===== config.mk =====
export PLATFORM = sky130hd
export DESIGN_NAME = match_ctrl_flat
export DESIGN_NICKNAME = d
export VERILOG_FILES = /design/src/rtl/match_pkg.sv /design/src/rtl/match_if.sv /design/src/rtl/sec_tick.sv /design/src/rtl/match_ctrl.sv /design/src/flat_wrapper.sv
export SDC_FILE = /design/constraint.sdc
export NUM_CORES = 1
export LEC_CHECK = 0
export ABC_AREA = 1
export BUFFER_PORTS_ARGS = -buffer_cell sky130_fd_sc_hd__buf_2
export CAP_MARGIN = 20
export CORE_UTILIZATION = 45
export CTS_CLUSTER_SIZE = 30
export DETAILED_ROUTE_END_ITERATION = 7
export PLACE_DENSITY = 0.66
export SETUP_SLACK_MARGIN = 0.15
export SYNTH_ARGS = -nofsm -noshare
export SYNTH_HDL_FRONTEND = slang
export SYNTH_HIERARCHICAL = 1
export SYNTH_SLANG_ARGS = --single-unit

===== constraint.sdc =====
create_clock -name clk -period 2.45 [get_ports clk]
set_clock_uncertainty 0.2 [all_clocks]
set_input_delay 0.1225 -clock clk [delete_from_list [all_inputs] [get_ports clk]]
set_output_delay 0.1225 -clock clk [all_outputs]
set_load 0.01 [all_outputs]

===== src/rtl/match_pkg.sv =====
// match_pkg: shared types and constants for the rock-paper-scissors match controller.
// Holds the FSM state enum, hand/result/winner codes, UART command bytes and the round judge.
package match_pkg;

  typedef enum logic [2:0] {
    ST_IDLE,
    ST_COUNT,
    ST_JUDGE,
    ST_SHOW,
    ST_OVER
  } state_t;

  localparam logic [1:0] HAND_SCISSORS = 2'd0;
  localparam logic [1:0] HAND_ROCK     = 2'd1;
  localparam logic [1:0] HAND_PAPER    = 2'd2;
  localparam logic [1:0] HAND_NONE     = 2'd3;

  localparam logic [1:0] RES_DRAW  = 2'b00;
  localparam logic [1:0] RES_LEFT  = 2'b10;
  localparam logic [1:0] RES_RIGHT = 2'b11;

  localparam logic [1:0] WIN_NONE  = 2'b00;
  localparam logic [1:0] WIN_LEFT  = 2'b10;
  localparam logic [1:0] WIN_RIGHT = 2'b11;

  localparam logic [7:0] CMD_LEFT_LO  = 8'h30;
  localparam logic [7:0] CMD_LEFT_HI  = 8'h32;
  localparam logic [7:0] CMD_RIGHT_LO = 8'h33;
  localparam logic [7:0] CMD_RIGHT_HI = 8'h35;
  localparam logic [7:0] CMD_ABORT    = 8'h37;
  localparam logic [7:0] CMD_START    = 8'h38;

  // Judge two real hands: rock beats scissors, paper beats rock, scissors beats paper.
  function automatic logic [1:0] judge(input logic [1:0] l, input logic [1:0] r);
    logic [1:0] res;
    if (l == r) begin
      res = RES_DRAW;
    end else if ((l == HAND_ROCK     && r == HAND_SCISSORS) ||
                 (l == HAND_PAPER    && r == HAND_ROCK)     ||
                 (l == HAND_SCISSORS && r == HAND_PAPER)) begin
      res = RES_LEFT;
    end else begin
      res = RES_RIGHT;
    end
    return res;
  endfunction

endpackage


===== src/rtl/match_if.sv =====
// match_if: UART command input and scoreboard outputs of the match controller.
// The master side drives commands and observes the score; the slave side is the controller.
interface match_if;

  logic [7:0] rx_data;
  logic       rx_data_valid;
  logic [3:0] hand;
  logic [3:0] countdown;
  logic       show;
  logic [1:0] result;
  logic [3:0] left_wins;
  logic [3:0] right_wins;
  logic [3:0] round_no;
  logic       match_over;
  logic [1:0] winner;

  modport master (
    output rx_data, rx_data_valid,
    input  hand, countdown, show, result, left_wins, right_wins,
           round_no, match_over, winner
  );

  modport slave (
    input  rx_data, rx_data_valid,
    output hand, countdown, show, result, left_wins, right_wins,
           round_no, match_over, winner
  );

endinterface


===== src/rtl/sec_tick.sv =====
// sec_tick: one-cycle pulse every CLK_FREQ cycles; clr restarts the second from zero
// so that whoever clears it gets a full-length first second.
module sec_tick #(
  parameter int CLK_FREQ = 27_000_000
) (
  input  logic clk,
  input  logic rst,
  input  logic clr,
  output logic tick_o
);

  localparam int              CW   = (CLK_FREQ > 1) ? $clog2(CLK_FREQ) : 1;
  localparam logic [CW-1:0]   LAST = CW'(CLK_FREQ - 1);

  logic [CW-1:0] secCnt_q;

  // Count cycles within the current second, wrapping at the last cycle or on clear.
  always_ff @(posedge clk or posedge rst) begin
    if (rst) begin
      secCnt_q <= '0;
    end else if (clr || secCnt_q == LAST) begin
      secCnt_q <= '0;
    end else begin
      secCnt_q <= secCnt_q + 1'b1;
    end
  end

  assign tick_o = (secCnt_q == LAST);

endmodule


===== src/rtl/match_ctrl.sv =====
// match_ctrl: best-of-N rock-paper-scissors match controller driven by UART command bytes.
// Build macro MATCH_FORFEIT_EN: when defined, a side showing no hand at judgment loses the
// round; when undefined, any missing hand voids the round and it is replayed.
module match_ctrl
  import match_pkg::*;
#(
  parameter int CLK_FREQ   = 27_000_000,
  parameter int WIN_ROUNDS = 2,
  parameter int COUNT_S    = 3,
  parameter int SHOW_S     = 2
) (
  input logic   clk,
  input logic   rst,
  match_if.slave bus_if
);

  localparam logic [3:0] WIN_CNT    = 4'(WIN_ROUNDS);
  localparam logic [3:0] CNT_START  = 4'(COUNT_S);
  localparam logic [3:0] SHOW_START = 4'(SHOW_S);

  state_t     state_q, state_d;
  logic       validPrev_q;
  logic [3:0] hand_q, hand_d;
  logic [3:0] countdown_q, countdown_d;
  logic [3:0] showCnt_q, showCnt_d;
  logic [3:0] leftWins_q, leftWins_d;
  logic [3:0] rightWins_q, rightWins_d;
  logic [3:0] roundNo_q, roundNo_d;
  logic [1:0] result_q, result_d;
  logic [1:0] winner_q, winner_d;
  logic       replay_q, replay_d;

  logic       tick, secClr;
  logic       cmdValid, isStart, isAbort, isLeft, isRight;
  logic [1:0] leftCode, rightCode, lHand, rHand, roundRes;

  sec_tick #(.CLK_FREQ(CLK_FREQ)) uSecTick (
    .clk    (clk),
    .rst    (rst),
    .clr    (secClr),
    .tick_o (tick)
  );

  assign secClr    = (state_d != state_q);
  assign cmdValid  = bus_if.rx_data_valid & ~validPrev_q;
  assign isStart   = cmdValid && (bus_if.rx_data == CMD_START);
  assign isAbort   = cmdValid && (bus_if.rx_data == CMD_ABORT);
  assign isLeft    = cmdValid && (bus_if.rx_data >= CMD_LEFT_LO)  && (bus_if.rx_data <= CMD_LEFT_HI);
  assign isRight   = cmdValid && (bus_if.rx_data >= CMD_RIGHT_LO) && (bus_if.rx_data <= CMD_RIGHT_HI);
  assign leftCode  = bus_if.rx_data[1:0];
  assign rightCode = bus_if.rx_data[1:0] + 2'd1;
  assign lHand     = hand_q[1:0];
  assign rHand     = hand_q[3:2];

  // State and scoreboard registers; the edge detector powers up high so a held valid is not a command.
  always_ff @(posedge clk or posedge rst) begin
    if (rst) begin
      state_q     <= ST_IDLE;
      validPrev_q <= 1'b1;
      hand_q      <= 4'hF;
      countdown_q <= 4'd0;
      showCnt_q   <= 4'd0;
      leftWins_q  <= 4'd0;
      rightWins_q <= 4'd0;
      roundNo_q   <= 4'd0;
      result_q    <= RES_DRAW;
      winner_q    <= WIN_NONE;
      replay_q    <= 1'b0;
    end else begin
      state_q     <= state_d;
      validPrev_q <= bus_if.rx_data_valid;
      hand_q      <= hand_d;
      countdown_q <= countdown_d;
      showCnt_q   <= showCnt_d;
      leftWins_q  <= leftWins_d;
      rightWins_q <= rightWins_d;
      roundNo_q   <= roundNo_d;
      result_q    <= result_d;
      winner_q    <= winner_d;
      replay_q    <= replay_d;
    end
  end

  // Next-state logic: match sequencing, hand capture, judging; abort overrides everything.
  always_comb begin
    state_d     = state_q;
    hand_d      = hand_q;
    countdown_d = countdown_q;
    showCnt_d   = showCnt_q;
    leftWins_d  = leftWins_q;
    rightWins_d = rightWins_q;
    roundNo_d   = roundNo_q;
    result_d    = result_q;
    winner_d    = winner_q;
    replay_d    = replay_q;
    roundRes    = RES_DRAW;

    case (state_q)
      ST_IDLE: begin
        if (isStart) begin
          state_d     = ST_COUNT;
          roundNo_d   = 4'd1;
          countdown_d = CNT_START;
          hand_d      = 4'hF;
        end
      end
      ST_COUNT: begin
        if (isLeft)  hand_d[1:0] = leftCode;
        if (isRight) hand_d[3:2] = rightCode;
        if (tick) begin
          if (countdown_q <= 4'd1) begin
            countdown_d = 4'd0;
            state_d     = ST_JUDGE;
          end else begin
            countdown_d = countdown_q - 4'd1;
          end
        end
      end
      ST_JUDGE: begin
        state_d   = ST_SHOW;
        showCnt_d = SHOW_START;
        replay_d  = 1'b0;
`ifdef MATCH_FORFEIT_EN
        if (lHand == HAND_NONE && rHand == HAND_NONE) roundRes = RES_DRAW;
        else if (lHand == HAND_NONE)                  roundRes = RES_RIGHT;
        else if (rHand == HAND_NONE)                  roundRes = RES_LEFT;
        else                                          roundRes = judge(lHand, rHand);
`else
        if (lHand == HAND_NONE || rHand == HAND_NONE) begin
          roundRes = RES_DRAW;
          replay_d = 1'b1;
        end else begin
          roundRes = judge(lHand, rHand);
        end
`endif
        result_d = roundRes;
        if (roundRes == RES_LEFT && leftWins_q < WIN_CNT)   leftWins_d  = leftWins_q + 4'd1;
        if (roundRes == RES_RIGHT && rightWins_q < WIN_CNT) rightWins_d = rightWins_q + 4'd1;
      end
      ST_SHOW: begin
        if (tick) begin
          if (showCnt_q <= 4'd1) begin
            showCnt_d = 4'd0;
            if (leftWins_q == WIN_CNT) begin
              state_d  = ST_OVER;
              winner_d = WIN_LEFT;
            end else if (rightWins_q == WIN_CNT) begin
              state_d  = ST_OVER;
              winner_d = WIN_RIGHT;
            end else begin
              state_d     = ST_COUNT;
              hand_d      = 4'hF;
              countdown_d = CNT_START;
              if (!replay_q && roundNo_q != 4'd15) roundNo_d = roundNo_q + 4'd1;
            end
          end else begin
            showCnt_d = showCnt_q - 4'd1;
          end
        end
      end
      ST_OVER: begin
        if (isStart) begin
          state_d     = ST_COUNT;
          leftWins_d  = 4'd0;
          rightWins_d = 4'd0;
          winner_d    = WIN_NONE;
          roundNo_d   = 4'd1;
          hand_d      = 4'hF;
          countdown_d = CNT_START;
        end
      end
      default: state_d = ST_IDLE;
    endcase

    if (isAbort) begin
      state_d     = ST_IDLE;
      hand_d      = 4'hF;
      countdown_d = 4'd0;
      showCnt_d   = 4'd0;
      leftWins_d  = 4'd0;
      rightWins_d = 4'd0;
      roundNo_d   = 4'd0;
      result_d    = RES_DRAW;
      winner_d    = WIN_NONE;
      replay_d    = 1'b0;
    end
  end

  assign bus_if.hand       = hand_q;
  assign bus_if.countdown  = countdown_q;
  assign bus_if.show       = (state_q == ST_SHOW) || (state_q == ST_OVER);
  assign bus_if.result     = result_q;
  assign bus_if.left_wins  = leftWins_q;
  assign bus_if.right_wins = rightWins_q;
  assign bus_if.round_no   = roundNo_q;
  assign bus_if.match_over = (state_q == ST_OVER);
  assign bus_if.winner     = winner_q;

endmodule

===== src/flat_wrapper.sv =====
// flat-port wrapper written by rule: the top's interface ports become plain ports
module match_ctrl_flat import match_pkg::*;
#(
  parameter int CLK_FREQ   = 27_000_000,
  parameter int WIN_ROUNDS = 2,
  parameter int COUNT_S    = 3,
  parameter int SHOW_S     = 2
)
  (clk, rst, bus_if_rx_data, bus_if_rx_data_valid, bus_if_hand, bus_if_countdown, bus_if_show, bus_if_result, bus_if_left_wins, bus_if_right_wins, bus_if_round_no, bus_if_match_over, bus_if_winner);
  match_if bus_if_i ();
  input logic clk;
  input logic rst;
  input wire logic [$bits(bus_if_i.rx_data)-1:0] bus_if_rx_data;
  input wire logic [$bits(bus_if_i.rx_data_valid)-1:0] bus_if_rx_data_valid;
  output wire logic [$bits(bus_if_i.hand)-1:0] bus_if_hand;
  output wire logic [$bits(bus_if_i.countdown)-1:0] bus_if_countdown;
  output wire logic [$bits(bus_if_i.show)-1:0] bus_if_show;
  output wire logic [$bits(bus_if_i.result)-1:0] bus_if_result;
  output wire logic [$bits(bus_if_i.left_wins)-1:0] bus_if_left_wins;
  output wire logic [$bits(bus_if_i.right_wins)-1:0] bus_if_right_wins;
  output wire logic [$bits(bus_if_i.round_no)-1:0] bus_if_round_no;
  output wire logic [$bits(bus_if_i.match_over)-1:0] bus_if_match_over;
  output wire logic [$bits(bus_if_i.winner)-1:0] bus_if_winner;
  assign bus_if_i.rx_data = bus_if_rx_data;
  assign bus_if_i.rx_data_valid = bus_if_rx_data_valid;
  assign bus_if_hand = bus_if_i.hand;
  assign bus_if_countdown = bus_if_i.countdown;
  assign bus_if_show = bus_if_i.show;
  assign bus_if_result = bus_if_i.result;
  assign bus_if_left_wins = bus_if_i.left_wins;
  assign bus_if_right_wins = bus_if_i.right_wins;
  assign bus_if_round_no = bus_if_i.round_no;
  assign bus_if_match_over = bus_if_i.match_over;
  assign bus_if_winner = bus_if_i.winner;
  match_ctrl #(.CLK_FREQ(CLK_FREQ), .WIN_ROUNDS(WIN_ROUNDS), .COUNT_S(COUNT_S), .SHOW_S(SHOW_S)) u_core (.clk(clk), .rst(rst), .bus_if(bus_if_i));
endmodule

==> impl_metrics.ini <==
[run_status]
outcome = complete, no violations

[clock_network]
cts_sinks = 58
clk_pin_slew_ps = 70
root_buffer = clkbuf_8
clk_latency_ps = 350
cts_tree = done
h-tree-depth = 3
numCtsBuffers = 9
ctsLongestPathBuffers = 2

[grt]
track_usage_pct = 22.9
grt-ovfl-total = 0
grt_pass1_wl_mm = 15.7
grt_max_degree = 34
antenna_found_initial = 0
grt_pass1_vias = 3534

[place]
place_hpwl_mm = 6.74
pre_cts_slack_ps = -52.8
portBuffers = 36
gp_congestion = 0.897

[floorplanning]
rows = 33
die_y_um = 94.4
core-area_sq_mm = 0.00822
ios = 37
dieArea_sq_mm = 0.00891
die_x_um = 94.4
initial_utilization_pct = 46.7

[route]
via_count = 3678
vias_per_cell = 5.03
wire_per_inst_um = 12.9
drtIter0Drc = 193
wl_met1_mm = 4.42
drc = 0
postRouteAntennaNets = 0
wl_met3_um = 437
firstDrtPassIters = 5
dr_wl_met2_mm = 4.37
dr.max_layer_used = met4
finalWirelength_mm = 9.45

[setup_path]
arrival_ps = 2340
crit_path_start_kind = register
path_max_fanout = 6
end_kind = register
crit_required_ps = 2490
crit_type = register to register

[sta]
period_minus_slack_ps = 2300
tns_ps = 0
drv_slew = 0
max_slew_margin_pct = 63.9
post-route-period-util_pct = 94.0
fmax_mhz = 434
worst_pin_slew_ps = 542
rsz0062_at_grt = true
fin_ws_ps = 147
finalSetupViolCount = 0
final-hold-violation-count = 0

[synth]
yosysUniqueCellTypes = 34
synth_cells = 540
avgSynthCellArea_sq_um = 7.11
syn_area_sq_mm = 0.00384
synth.net_count = 565
yosysWarnings = 6
ys_seq_elements = 58
ys_seq_area_share_pct = 38.0

[pwr]
p_per_area_mw_per_mm2 = 626
power.leakage_uw = 0.00240
ir_worst_vdd_mv = 0.530

[layout]
drive_gt1_share_pct = 25.9
final_cell_mix = nand2_1, inv_1, nor2_1, dfrtp_1, nand3_1
filler_cell_count = 769
final_common_cell = nand2_1
area_delta_synth_final_pct = 23.7
n_antenna_cell = 0
fin_nets = 646

[hold_path]
hold_class = primary input to register

[job]
drv_cap = 0
==> worst paths after layout <==
check / startpoint / end / slack [ps] / cells after the start
min in group asynchronous: rst / u_core/uSecTick/secCnt_q[15]$_DFF_PP0_ / 160 / 3
worst min register to register: u_core/bus_if.winner[1]$_DFFE_PP0P_ / u_core/bus_if.winner[1]$_DFFE_PP0P_ / 290 / 2
worst min-delay path: bus_if_rx_data[1] / u_core/bus_if.hand[1]$_DFFE_PP1P_ / 8 / 5
worst max register to register: u_core/uSecTick/secCnt_q[13]$_DFF_PP0_ / u_core/uSecTick/secCnt_q[10]$_DFF_PP0_ / 150 / 20
worst max-delay path: u_core/uSecTick/secCnt_q[13]$_DFF_PP0_ / u_core/uSecTick/secCnt_q[10]$_DFF_PP0_ / 150 / 20
max in group asynchronous: rst / u_core/uSecTick/secCnt_q[2]$_DFF_PP0_ / 1400 / 4
==> metal layers <==
layer | vias up | global-route usage (%)
met2 | 76 | 36.7
met5 | - | 0
met3 | 15 | 5.80
met4 | 0 | 8.59
li1 | 1859 | -
met1 | 1728 | 29.6
==> metrics by stage <==
step           std cells  util, %  power, uW  area [sq um]  hold slack [ps]
3_5_place_dp         703     52.6       2050          4320             48.7
5_1_grt              731     57.8       3170          4750             17.9
3_3_place_gp         703     52.6       2020          4320             39.9
4_1_cts              724     55.9       2970          4590             2.09
2_1_floorplan        540        -       1780          3850            -73.0
6_report             731     57.8       2970          4750             8.11
==> cells by family (layout without fill, tap and decap cells) <==
logic type	count (synthesis)	after routing	synth area share [%]
buffers and inverters	77	160	8.18
AOI/OAI and AO/OA	36	36	4.99
and+or+nand+nor	338	341	40.4
adders and majority gates	14	14	4.56
xor gates and xnor gates	17	17	3.88
DFF	58	58	38.0
==> area by class of cell <==
cell class	instances	area, sq um	area share [%]
Clock buffer	13	159	3.34
Clock inverter	3	40.0	0.843
Inverter	73	282	5.93
Multi-Input combinational cell	408	2220	46.8
Sequential cell	58	1460	30.7
Tap cell	105	131	2.77
Timing Repair Buffer	71	458	9.64
==> critical path: stages (launching register included) <==
cell,delay (ps)
dfrtp_1,350
nand2_1,100
nor2_2,150
nand2_2,90
nor2_2,90
nand2_2,70
inv_2,60
buf_4,110
nand3_1,70
nand2_1,70
nand2_1,50
inv_1,80
nand3_2,90
nand2_2,90
nand2_1,60
nand2_1,60
inv_1,40
nand2_2,100
inv_8,80
nand2_8,110
nor2_1,60
==> synth_stat cells, drive strengths merged <==
master  instances  area share [%]
o31ai           1            0.20
ha             14             4.6
buf             3            0.94
o21a            1            0.20
o22ai           1            0.16
nand2         168              17
o21bai          2            0.39
or2             3            0.49
nand3          53             7.6
nor2           93              12
clkbuf          1           0.098
nand3b          3            0.59
o21ai          24             3.1
nand4          10             1.8
a21oi           7            0.91
xor2            8             1.8
inv            73             7.1
dfrtp          53              35
dfstp           5             3.4
xnor2           9             2.1
nor4            1            0.16
and2            2            0.33
nor3            5            0.65
==> registers in the layout, indices dropped and copies added, names as in the netlist <==
register,cells
u_core/bus_if.round_no,4
u_core/validPrev_q,1
u_core/bus_if.countdown,4
u_core/bus_if.hand,4
u_core/uSecTick/secCnt_q,25
u_core/bus_if.right_wins,4
u_core/bus_if.result,2
u_core/state_q,3
u_core/bus_if.winner,2
u_core/showCnt_q,4
u_core/replay_q,1
u_core/bus_if.left_wins,4
==> what timing repair did <==
action | 4_1_cts | 5_1_grt
setup buffers | 1 | 4
setup endpoints to repair | 24 | 41
gates resized for setup | 6 | 30
cloned | 1 | 2
hold buffers | 3 | 0
endpoints found under the hold margin | 55 | 0
pin swaps | 2 | 11
==> power by group <==
part	switching (uW)	total [uW]	internal (uW)	leakage, uW
Clock	384	906	522	0.000103
Sequential	143	1250	1110	0.000763
Combinational	465	815	349	0.00154
(Power assumes the default switching activity.)
